==> config.mk <==
export PLATFORM = sky130hd
export DESIGN_NAME = cond_logic
export DESIGN_NICKNAME = d
export VERILOG_FILES = /design/src/rtl/cond_logic.sv
export SDC_FILE = /design/constraint.sdc
export NUM_CORES = 1
export LEC_CHECK = 0
export CAP_MARGIN = 20
export CORE_MARGIN = 2
export CORE_UTILIZATION = 43
export DETAILED_ROUTE_END_ITERATION = 8
export PLACE_DENSITY = 0.73
export SKIP_CTS_REPAIR_TIMING = 1
export SLEW_MARGIN = 20
export SYNTH_ARGS = -nofsm -noshare
export SYNTH_HDL_FRONTEND = slang
export SYNTH_SLANG_ARGS = --single-unit
==> constraint.sdc <==
create_clock -name clk -period 1.9 [get_ports clk]
set_input_delay 0.19 -clock clk [delete_from_list [all_inputs] [get_ports clk]]
set_output_delay 0.19 -clock clk [all_outputs]
set_load 0.05 [all_outputs]
==> src/rtl/cond_logic.sv <==
// Conditional-execution stage: holds the NZCV flags, evaluates the condition
// field, gates the write strobes and counts executed/squashed instructions.
module cond_logic #(
    parameter int CNT_W   = 16,
    parameter bit NV_PASS = 1'b0
) (
    input  logic             clk,
    input  logic             rst_n,
    input  logic [3:0]       Cond,
    input  logic [3:0]       ALUFlags,
    input  logic [1:0]       FlagW,
    input  logic             PCS,
    input  logic             RegW,
    input  logic             MemW,
    input  logic             Stall,
    input  logic             CntClr,
    output logic             PCSrc,
    output logic             RegWrite,
    output logic             MemWrite,
    output logic             CondEx,
    output logic [3:0]       Flags,
    output logic [CNT_W-1:0] ExecCount,
    output logic [CNT_W-1:0] SquashCount
);

    logic [3:0] flags_reg;
    logic [3:0] flags_next;
    logic       cond_ex;
    logic       flag_n, flag_z, flag_c, flag_v;
    logic       flag_wr;

    assign {flag_n, flag_z, flag_c, flag_v} = flags_reg;

    // Evaluated only against the stored flags; the ALU result of the
    // current instruction cannot influence its own condition.
    always_comb begin
        cond_ex = 1'b0;
        case (Cond)
            4'h0:    cond_ex = flag_z;
            4'h1:    cond_ex = !flag_z;
            4'h2:    cond_ex = flag_c;
            4'h3:    cond_ex = !flag_c;
            4'h4:    cond_ex = flag_n;
            4'h5:    cond_ex = !flag_n;
            4'h6:    cond_ex = flag_v;
            4'h7:    cond_ex = !flag_v;
            4'h8:    cond_ex = flag_c && !flag_z;
            4'h9:    cond_ex = !flag_c || flag_z;
            4'hA:    cond_ex = (flag_n == flag_v);
            4'hB:    cond_ex = (flag_n != flag_v);
            4'hC:    cond_ex = !flag_z && (flag_n == flag_v);
            4'hD:    cond_ex = flag_z || (flag_n != flag_v);
            4'hE:    cond_ex = 1'b1;
            default: cond_ex = NV_PASS;
        endcase
    end

    assign CondEx   = cond_ex;
    assign PCSrc    = PCS  && cond_ex && !Stall;
    assign RegWrite = RegW && cond_ex && !Stall;
    assign MemWrite = MemW && cond_ex && !Stall;
    assign Flags    = flags_reg;

    assign flag_wr = cond_ex && !Stall;

    // Half 1 is {N,Z}, half 0 is {C,V}; each has its own FlagW enable.
    genvar gi;
    generate
        for (gi = 0; gi < 2; gi++) begin : g_flag_half
            assign flags_next[2*gi+1 -: 2] = (flag_wr && FlagW[gi])
                                           ? ALUFlags[2*gi+1 -: 2]
                                           : flags_reg[2*gi+1 -: 2];
        end
    endgenerate

    always_ff @(posedge clk) begin
        if (!rst_n) begin
            flags_reg <= 4'b0000;
        end else begin
            flags_reg <= flags_next;
        end
    end

    // Counter 0 tracks executed instructions, counter 1 squashed ones.
    logic [1:0][CNT_W-1:0] cnt_q;

    generate
        for (gi = 0; gi < 2; gi++) begin : g_cnt
            logic [CNT_W-1:0] cnt_reg;
            logic             cnt_hit;

            assign cnt_hit = (gi == 0) ? cond_ex : !cond_ex;

            always_ff @(posedge clk) begin
                if (!rst_n || CntClr) begin
                    cnt_reg <= '0;
                end else if (!Stall && cnt_hit && (cnt_reg != {CNT_W{1'b1}})) begin
                    cnt_reg <= cnt_reg + 1'b1;
                end
            end

            assign cnt_q[gi] = cnt_reg;
        end
    endgenerate

    assign ExecCount   = cnt_q[0];
    assign SquashCount = cnt_q[1];

endmodule

==> Word level (Yosys, flattened, before mapping) <==
Cells that the tools add are included.
{ "classes": {"n_addsub": 2, "eq_ne": 18, "mux": 1, "n_reduce_logical": 25} }
{ "op_table": {"columns": ["cell", "count"], "rows": [
  ["16-bit by 1-bit adder with 16-bit output (second input constant)", 2],
  ["16-bit inequality test (second input constant)", 2],
  ["4-bit == test (second input constant)", 7],
  ["4-bit by 3-bit == test with 1-bit output (second input constant)", 4],
  ["1-bit one-hot mux with 15 select lines", 1],
  ["1-bit logical AND", 14],
  ["4-bit by 2-bit == test with 1-bit output (second input constant)", 2],
  ["1-bit logical NOT", 7],
  ["4-bit by 1-bit == test with 1-bit output (second input constant)", 1],
  ["4-bit logical NOT", 1],
  ["1-bit logical OR", 3],
  ["1-bit == test", 1],
  ["1-bit inequality test", 1]
]} }
{ "totals": {"input_bits": 17, "register_bits": 36, "elab_cells": 50, "out_inout_bits": 40} }

==> Depth between registers and ports, before layout <==
{ "depth": {"ltp_word": 6, "ltp_mapped": 9, "ltp_nobuf": 7} }

==> Least setup slack after synthesis <==
No wires, ideal clock.
{ "synth_timing": {"path_type": "register to output", "start": "register flags_reg[3], in the netlist Flags[3]", "end": "output port MemWrite", "slack_ns": -0.593, "required_ns": 1.710, "path_buffers": 0, "t_arrival_ns": 2.303, "path_stages_with_launch": 6, "cell_sequence": "dfxtp_1 mux2i_1 o31a_1 o221a_2 a31oi_1 and2_1"} }
{ "synth_between": {"elab_chain_cells": 5, "word_cells_on_any_way": 8, "cone_classes": "eq/ne (2); mux (1); reduce/logical (5)"} }
{ "synth_lines": {"columns": ["element", "line_no", "source"], "rows": [
  ["start: declaration", "26", "logic [3:0] flags_reg;"],
  ["start signal: assignment", "80", "flags_reg <= flags_next;"],
  ["1-bit inequality test or 1-bit == test (tied branches)", null, null],
  ["1-bit logical OR or 1-bit logical AND (tied branches)", "52, 51", null],
  ["1-bit one-hot mux with 15 select lines *", "38", "case (Cond)"],
  ["1-bit logical AND * (2 in series)", "61", "assign MemWrite = MemW && cond_ex && !Stall;"],
  ["end: declaration", "19", "output logic MemWrite,"]
]} }
Every way passes the cells marked *; elsewhere a longest branch is shown, timed or not.

==> Worst setup path in the final report <==
{ "layout_timing": {"start": "register flags_reg[2], in the netlist Flags[2]", "end": "register g_cnt[1].cnt_reg[13], in the netlist SquashCount[13]"} }
{ "layout_between": {"elab_chain_cells": 6, "word_cells_on_any_way": 9, "cone_classes": "mux (1); reduce/logical (8)"} }
{ "layout_lines": {"columns": ["element", "line_no", "source"], "rows": [
  ["1-bit logical NOT", "40, 47, 51", null],
  ["1-bit logical AND (on tied branches)", "51, 47", null],
  ["1-bit one-hot mux with 15 select lines *", "38", null],
  ["1-bit logical NOT *", "92", "assign cnt_hit = (gi == 0) ? cond_ex : !cond_ex;"],
  ["1-bit logical AND * (2 in series)", "97", "end else if (!Stall && cnt_hit && (cnt_reg != {CNT_W{1'b1}})) begin"],
  ["end signal: assignment", "98", "cnt_reg <= cnt_reg + 1'b1;"],
  ["end: declaration", "89", "logic [CNT_W-1:0] cnt_reg;"]
]} }
Marks and branches as above.
A chain may end at the register's enable or synchronous reset.

==> metrics.md <==
| Metric | Value |
|---|---|
| Share of cells above drive strength 1 | 32.7% |
| Layout Nets | 370 |
| Max-slew violations | 0 |
| Util after Layout | 71.0% |
| Comb power frac | 24.1% |
| Warnings from Yosys | 0 |
| Vias per Instance | 5.96 |
| Multi-input logic area | 1400 µm² |
| H-Tree Depth | 2 |
| I/O pin cnt | 57 |
| DIE WIDTH | 73.5 µm |
| CP cell instances | nand3b_1, o2bb2ai_2, mux2_4, buf_6, nor3_4, inv_4, buf_4, buf_4, or3_1, a21oi_1 |
| Worst hold path class | input port to flop |
| Fill count | 371 |
| 1st-iter DRT viols | 142 |
| Net Sw Frac | 27.9% |
| Kind of critical path | flop to flop |
| Die area | 5410 µm² |
| Maximum fanout along the worst path | 7 |
| TritonCTS buffer count | 5 |
| Worst slew pin tran | 0.692 ns |
| Most Frequent Cell on Critical Path | buf_4 |
| Share of total power in the clock network | 32.3% |
| Worst Setup End Kind | flop |
| Worst Reg-to-Reg Cells | 10 |
| Vert. Die Dim | 73.5 µm |
| PortBufs | 56 |
| Yosys top cell area share | 34.7% |
| CTS root buffer | clkbuf_8 |
| Leading post-synthesis cells by cell area | dfxtp_1 35%, a21oi_1 5.3%, o21ai_0 4.3%, nand4_1 4.2%, or3_1 4.2% |
| Post-synth EDFFs | 0 |
| Lkg Pwr | 1.23 nW |
| Fin cells | 406 |
| Initial Utilization | 44.3% |
| Grt ovf | 0 |
| First-pass GRT wire length | 9180 µm |
| DRT Pass-1 Iters | 4 |
| Internal Power | 1.26 mW |
| Worst-path clk slew | 0.07 ns |
| Worst Hold Launch | ALUFlags[1] |
| Clock sink total | 36 |
| Final ANT Viol Nets | 0 |
| DP Wirelength | 4210 µm |
| Violated checks | setup timing |
| Slowest Stage Delay on Critical Path | 0.37 ns |
| WL/cell | 15.0 µm |
| Post-synth ARST share | 0% |
| Crit path DAT | 2.48 ns |
| Worst r2r dst | SquashCount[13] |
| Register area share after synthesis | 34.7% |
| Residual DRC count | 0 |
| Crit start category | flop |
| Fin crit share | 119% |
| Rel. slew slack | 53.9% |
| CTS tree | built |
| Final-report setup violation count | 36 |
| Syn Inst Count | 255 |
| DRT Wirelength | 6090 µm |
| Antenna diode count | 0 |
| Max cap viols | 0 |
| Area leader, netlist | dfxtp_1 |
| Synth Flop Type | dfxtp_1 |
| Power per Cell Area | 525 nW/µm² |
| Clock period minus worst slack | 2.26 ns |
| Core area | 4690 µm² |
| Worst R2R Start | Flags[2] |
| Critical Path RT | 2.12 ns |
| Distinct cells, synth | 48 |
| Area growth from synthesis to layout | 60.3% |
| Initial antenna violation count | 0 |
| Crit-path slowest cell | dfxtp_4 |
| Net count after synthesis | 274 |
| Routability cong. | 0.832 |
| Avg Synthesized Cell Area | 8.15 µm² |
| Status | complete, but fails checks |
| Max VDD drop | 0.321 mV |
| Fin area | 3330 µm² |
| Hold Path End | Flags[1] |
| Vias in the first global route | 2038 |
| Clock Latency Late Sink | 0.29 ns |
| #FFs+latches synth | 36 |
| Largest net degree at the start of global routing | 20 |
| Dpl cells | 386 |
| Via count | 2418 |
| Post-Syn Area | 2080 µm² |
| CTS Buffer Depth | 2 |
| R2R Setup Slk | -0.36 ns |
| GRT Total Usage | 21.2% |
| Seq pwr share | 43.6% |
| Final WS setup | -0.359 ns |
| Final hold vios | 0 |
| F_max | 0.443 GHz |
| Hold path depth | 3 |
| Net Switching | 0.488 mW |
| # rows | 25 |
| Sequential cell area | 761 µm² |
| Clock Skew | 0.00476 ns |
| Hold_ws | 0.445 ns |
| RSZ-0062 raised after global routing | true |
| Total chip power | 1.75 mW |
| Cell Area, Placed | 2990 µm² |
-- metrics by stage --
step,worst slack (ns),setup TNS (ns)
after floorplan,-0.126,-0.486
after global placement,-0.550,-17.67
after detailed placement,-0.582,-18.84
after CTS,-0.532,-8.17
after global routing,-0.431,-10.56
final,-0.359,-5.95
-- state kept, by name (all words and copies together) (netlist names) --
name         flops
ExecCount       16
SquashCount     16
Flags            4
-- worst max-delay path by stage --
stage	depth (start not counted)	start	end	slack, ns
floorplan	8	Flags[0]	SquashCount[13]	-0.13
global placement	7	Cond[2]	ExecCount[13]	-0.55
detailed placement	7	Cond[2]	ExecCount[10]	-0.58
CTS	9	Cond[2]	CondEx	-0.53
global route	10	Flags[2]	SquashCount[13]	-0.43
finish	10	Flags[2]	SquashCount[13]	-0.36
-- synthesized netlist by cell type (6+ instances only) --
cell,n
a21oi_1,22
and2_1,8
and3_1,7
clkbuf_1,6
dfxtp_1,36
nand2_1,18
nand2b_1,6
nand3_1,16
nand4_1,14
nor2_1,9
nor2b_1,7
o21ai_0,18
or3_1,14
or4_1,8
-- power by group through the flow --
stage	logic (mW)	clock network [mW]	registers (mW)
finish	0.421	0.565	0.763
global route	0.447	0.613	0.764
CTS	0.328	0.581	0.763
detailed placement	0.327	0	0.781
global placement	0.323	0	0.781
floorplan	0.168	0	0.803
-- layer usage --
layer,vias to the layer above,part of all wire [%],GRT usage [%]
met5,-,0,0
met4,0,1.7,7.27
met3,10,6.5,5.90
met2,89,48,33.3
met1,1157,44,27.9
li1,1162,-,-
-- layout by cell type (no fill, tap or decap), types with 5 or more instances in the layout --
cell             synthesis  routed
buf_6                    1       9
and2_4                   0       5
o21ai_1                  2       6
dfxtp_1                 36      12
buf_4                    1      38
and3_1                   7       7
inv_1                    5       5
dfxtp_2                  0      20
nor2b_1                  7       7
nand3_1                 16      16
nor2_1                   9       9
clkdlybuf4s50_1          0      48
o31ai_1                  5       5
nand4_1                 14      14
o211ai_1                 5       5
or3_1                   14      12
a21oi_1                 22      18
or4_1                    8       7
o21ai_2                  0       6
clkbuf_8                 0       6
nand2b_1                 6       6
nand2_1                 18      17
o21ai_0                 18       8
-- area by class of cell --
cell class	instances	share of cell area (%)
clock buffers	8	2.70
inverters	6	0.751
multi-input cells	199	41.9
flip-flops and latches	36	22.8
well taps	54	2.03
repair buffers	103	29.8
-- cells by family (layout without fill, tap and decap cells) --
kind of cell             after synthesis  after routing  synth area share, %
adder cells (fa/ha/maj)                2              2                 1.20
buffers and inverters                 20            117                 4.45
multiplexers                           4              4                 2.17
AND/OR/NAND/NOR                      118            118                 33.2
XOR/XNOR                               4              4                 1.69
flip-flops                            36             36                 34.7
AO/OA/AOI/OAI                         71             71                 22.6
-- critical path, delay by kind of cell, from the launching register on --
family | cells | cell delay [ns]
muxes | 1 | 0.34
buffers and inverters | 4 | 0.47
and+or+nand+nor | 3 | 0.69
AOI/OAI and AO/OA | 2 | 0.32
DFF | 1 | 0.37
No activity file was read; power rests on OpenSTA's default activity.
